===== src/rtl/uart_rcv.sv =====
// rtl/uart_rcv.sv - 8N1 UART receiver with mid-bit sampling, ready flag and framing-error flag
module uart_rcv #(
  parameter int unsigned BAUD_DIV = 2604
) (
  input  logic       clk,
  input  logic       rst,
  input  logic       RX,
  input  logic       clr_rdy,
  output logic [7:0] rx_data,
  output logic       rdy,
  output logic       frame_err
);

  typedef enum logic {IDLE, RECV} state_t;

  localparam logic [15:0] FULL_BIT = 16'(BAUD_DIV);
  localparam logic [15:0] HALF_BIT = 16'(BAUD_DIV / 2);

  state_t      state;
  logic        rx_m;
  logic        rx_s;
  logic [15:0] baud_cnt;
  logic [3:0]  bit_cnt;
  logic [8:0]  sh;
  logic        done;

  assign rx_data = sh[7:0];

  always_ff @(posedge clk) begin
    if (rst) begin
      state     <= IDLE;
      rx_m      <= 1'b1;
      rx_s      <= 1'b1;
      baud_cnt  <= '0;
      bit_cnt   <= '0;
      sh        <= 9'h1FF;
      done      <= 1'b0;
      rdy       <= 1'b0;
      frame_err <= 1'b0;
    end else begin
      rx_m <= RX;
      rx_s <= rx_m;
      done <= 1'b0;

      case (state)
        IDLE: begin
          if (!rx_s) begin
            state    <= RECV;
            baud_cnt <= HALF_BIT;
            bit_cnt  <= '0;
          end
        end
        RECV: begin
          // A count of 1 is the cycle on which the decrement would land on 0.
          if (baud_cnt == 16'd1) begin
            baud_cnt <= FULL_BIT;
            sh       <= {rx_s, sh[8:1]};
            bit_cnt  <= bit_cnt + 4'd1;
            if (bit_cnt == 4'd9) begin
              state <= IDLE;
              done  <= 1'b1;
            end
          end else begin
            baud_cnt <= baud_cnt - 16'd1;
          end
        end
        default: state <= IDLE;
      endcase

      // Completion wins over acknowledge and over a start detected on the same edge.
      if (done) begin
        rdy       <= 1'b1;
        frame_err <= ~sh[8];
      end else if (clr_rdy || (state == IDLE && !rx_s)) begin
        rdy <= 1'b0;
      end
    end
  end

endmodule


===== config.mk =====
export PLATFORM = sky130hd
export DESIGN_NAME = uart_rcv
export DESIGN_NICKNAME = d
export VERILOG_FILES = /design/src/rtl/uart_rcv.sv
export SDC_FILE = /design/constraint.sdc
export NUM_CORES = 1
export LEC_CHECK = 0
export BUFFER_PORTS_ARGS = -buffer_cell sky130_fd_sc_hd__clkbuf_2
export CAP_MARGIN = 30
export CORE_UTILIZATION = 45
export CTS_BUF_LIST = sky130_fd_sc_hd__clkbuf_16
export DETAILED_ROUTE_END_ITERATION = 8
export PLACE_DENSITY = 0.75
export SLEW_MARGIN = 0
export SYNTH_ARGS = -nofsm -noshare
export SYNTH_HDL_FRONTEND = slang
export SYNTH_SLANG_ARGS = --single-unit

===== constraint.sdc =====
create_clock -name clk -period 2.6 [get_ports clk]
set_input_delay 0.52 -clock clk [delete_from_list [all_inputs] [get_ports clk]]
set_output_delay 0.52 -clock clk [all_outputs]
set_load 0.03 [all_outputs]

==> key figures <==
Run status
  • Status: finished, final reports clean

Pwr
  • Clock power frac: 44.7%
  • VDD IR max: 390 µV
  • Pint: roughly 1.1 mW
  • Switching share of power: 26.2%
  • Part of the power in registers: 39.8%
  • Cell Pwr Density: 753 nW/µm²
  • NetSw: 0.398 mW
  • Combinational power share: 15.5%
  • Leakage power: 0.797 nW
  • Power Total: 1.52 mW

Setup path
  • Crit. End Element: flip-flop
  • Crit start category: flip-flop
  • CP Max Fanout: 12
  • CP required: 2780 ps
  • Critical Setup Path Class: reg -> reg
  • CP Data Arrival Time: between 2000 and 2500 ps
  • Reg2Reg Setup Slack: approximately 450 ps

Floorplanning
  • Initial core utilization: 47.8%
  • Ports: 14
  • Die Width: 65.0 µm
  • Core Region: 3740 µm²
  • Floorplan row count: 22
  • Die H: 65.0 µm
  • Area of the die: 4230 µm²

Synth
  • Yosys cell types: 53
  • Syn_nets: 213
  • Flops & latches, synth: 35
  • Synth Cell Area: 1790 µm²
  • Synth Warn #: 0
  • Async SR Flop Fraction: 0%
  • EDFF count, synth: 0
  • Post-synthesis sequential area ratio: 39.2%
  • Predominant post-synthesis flop cell: dfxtp_1
  • Avg Cell Area, Syn: between 8 and 9 µm²
  • Cells after synthesis: 205

Timing
  • Fin crit period: 2150 ps
  • Max Clk Rate: roughly 470 MHz
  • Max transition margin: 62.2%
  • TNS Setup: 0 ps
  • Worst Skew: 2.68 ps
  • Setup violators final: 0
  • Max-slew violation count: 0
  • Slew of the pin with the lowest slew margin: 562 ps
  • Final Cycle Share: between 80 and 90%
  • RSZ-0062 raised after global routing: no
  • Final Hold Fails: 0

Final layout
  • Area growth syn-to-layout: 12.9%
  • Core Util, Final: 53.9%
  • Final nets: 220
  • Sequential cell area: between 700 and 800 µm²
  • # diodes: 0
  • Multi-input logic area: 935 µm²
  • Filler Cells Inserted: 357
  • Ratio of cells with drive above 1 in the final layout: 17.8%

GRT
  • Total gr overflow: 0
  • Global-route wire length before repair: 6.57 mm
  • Initial antenna violation count: 0
  • Number of global-route vias before repair: 1371
  • Total GRT Usage: 20.7%
  • Largest net degree at the start of global routing: 32

Clock tree
  • Sink Count: 35
  • Clock transition at path regs: around 60 ps
  • Clk_lat worst skew: 280 ps
  • H-Tree Depth: 2
  • CTS Buf Count: 5
  • Clock Tree Buf Depth: 2
  • Post-CTS resize count: 0
  • CTS tree: built
  • Hold-fix buffers, CTS: 0
  • Setup repair bufs after CTS: 0
  • Root buffer cell: clkbuf_16

Placed design
  • Routability Congestion: 0.915
  • Final HPWL DP: roughly 2.7 mm
  • Port Buffer Count: 13

Detailed routing
  • Via count: 1550
  • Routed len/inst: between 10 and 15 µm
  • DR WL met2: 1.83 mm
  • DRC Markers: 0
  • Highest Signal Layer: met4
  • Routed Antenna Nets: 0
  • Drt initial violations: between 90 and 100
  • Routed wl met3: 202 µm
  • Post-DR vias/cell: ~5.9
  • Metal1 wirelength: 1.81 mm
  • DRT Wirelength: 3.91 mm
  • Pre-antenna DRT Iters: 4

Job
  • Max Cap Viol: 0

Hold path
  • HP Class: reg -> reg
-- stage by stage --
step	hold WS (ps)	cell area [µm²]	worst slack, ps	std cells
finish	413	2020	451	261
global route	434	2020	304	261
CTS	416	2020	459	261
detailed placement	405	1850	480	253
global placement	401	1850	578	253
floorplan	389	1790	757	205
-- layer usage --
metal | vias to the layer above | track usage, %
li1 | 768 | -
met3 | 6 | 6.69
met4 | 0 | 9.51
met5 | - | 0
met1 | 734 | 27.1
met2 | 42 | 30.5
-- final cells by class --
type	instances	area share [%]
Clock inverter	3	2.17
Inverter	8	1.49
Clock buffer	5	6.20
Tap cell	48	2.97
Sequential cell	35	34.7
Multi-Input combinational cell	141	46.3
Timing Repair Buffer	21	6.20
-- cells in the final DEF (no fill, tap or decap), types with 4 or more instances in the layout --
master     instances
buf_4              8
nor3_1             6
and3_1             7
nand2_1           15
a21oi_1            6
dfxtp_1           35
or2_2              4
a211o_1            8
a31oi_1            8
o21ai_0            6
inv_1              7
nor2_1            12
ha_1               4
clkbuf_16          5
nand3_1            8
clkbuf_2          13
-- cells by family after synthesis --
logic type | Yosys count | synth area share [%]
adder cells (fa/ha/maj) | 4 | 2.80
AO/OA/AOI/OAI | 52 | 20.9
flip-flops | 35 | 39.2
multiplexers | 1 | 0.560
buffers and inverters | 29 | 8.54
XOR/XNOR | 3 | 1.47
AND/OR/NAND/NOR | 81 | 26.6
-- power by group through the flow --
| stage | Sequential, mW | Combinational, mW | Clock [mW] |
|---|---|---|---|
| 2_1_floorplan | 0.603 | 0.184 | 0 |
| 3_3_place_gp | 0.616 | 0.233 | 0 |
| 3_5_place_dp | 0.616 | 0.234 | 0 |
| 4_1_cts | 0.604 | 0.235 | 0.691 |
| 5_1_grt | 0.610 | 0.259 | 0.715 |
| 6_report | 0.605 | 0.235 | 0.679 |
-- synth_stat cells (all sizes together) (4+ instances only) --
library cell	count	area share, %
nor3	6	1.7
dfxtp	35	39
inv	7	1.5
nand4	4	1.7
nor4	5	2.9
and3	7	2.4
clkbuf	9	1.9
nand3	8	2.2
ha	4	2.8
o21ai	6	1.7
or2	4	1.4
a211o	8	3.9
nand2	16	3.5
a21oi	6	1.7
buf	12	5.0
nor2	12	2.5
a31oi	8	2.8
-- flip-flops by register name (all words and copies together) (netlist names) --
name / cells
rx_m: 1
frame_err: 1
state: 1
baud_cnt: 16
bit_cnt: 4
rx_s: 1
done: 1
rdy: 1
sh: 9
-- critical path, stage by stage (launching register included) --
cell     delay, ps
dfxtp_1        340
inv_1          120
ha_1           150
nor4b_1        400
and4_1         440
buf_4          250
o21ai_0        110
a31o_1         230
-- worst paths after layout --
check	start	endpoint	cells after the start
hold reg to reg	rx_m	rx_s	1
setup reg to reg	baud_cnt[1]	baud_cnt[8]	7
setup / recovery	baud_cnt[1]	baud_cnt[8]	7
hold / removal	rx_m	rx_s	1
Power figures use the tool's default switching activity.
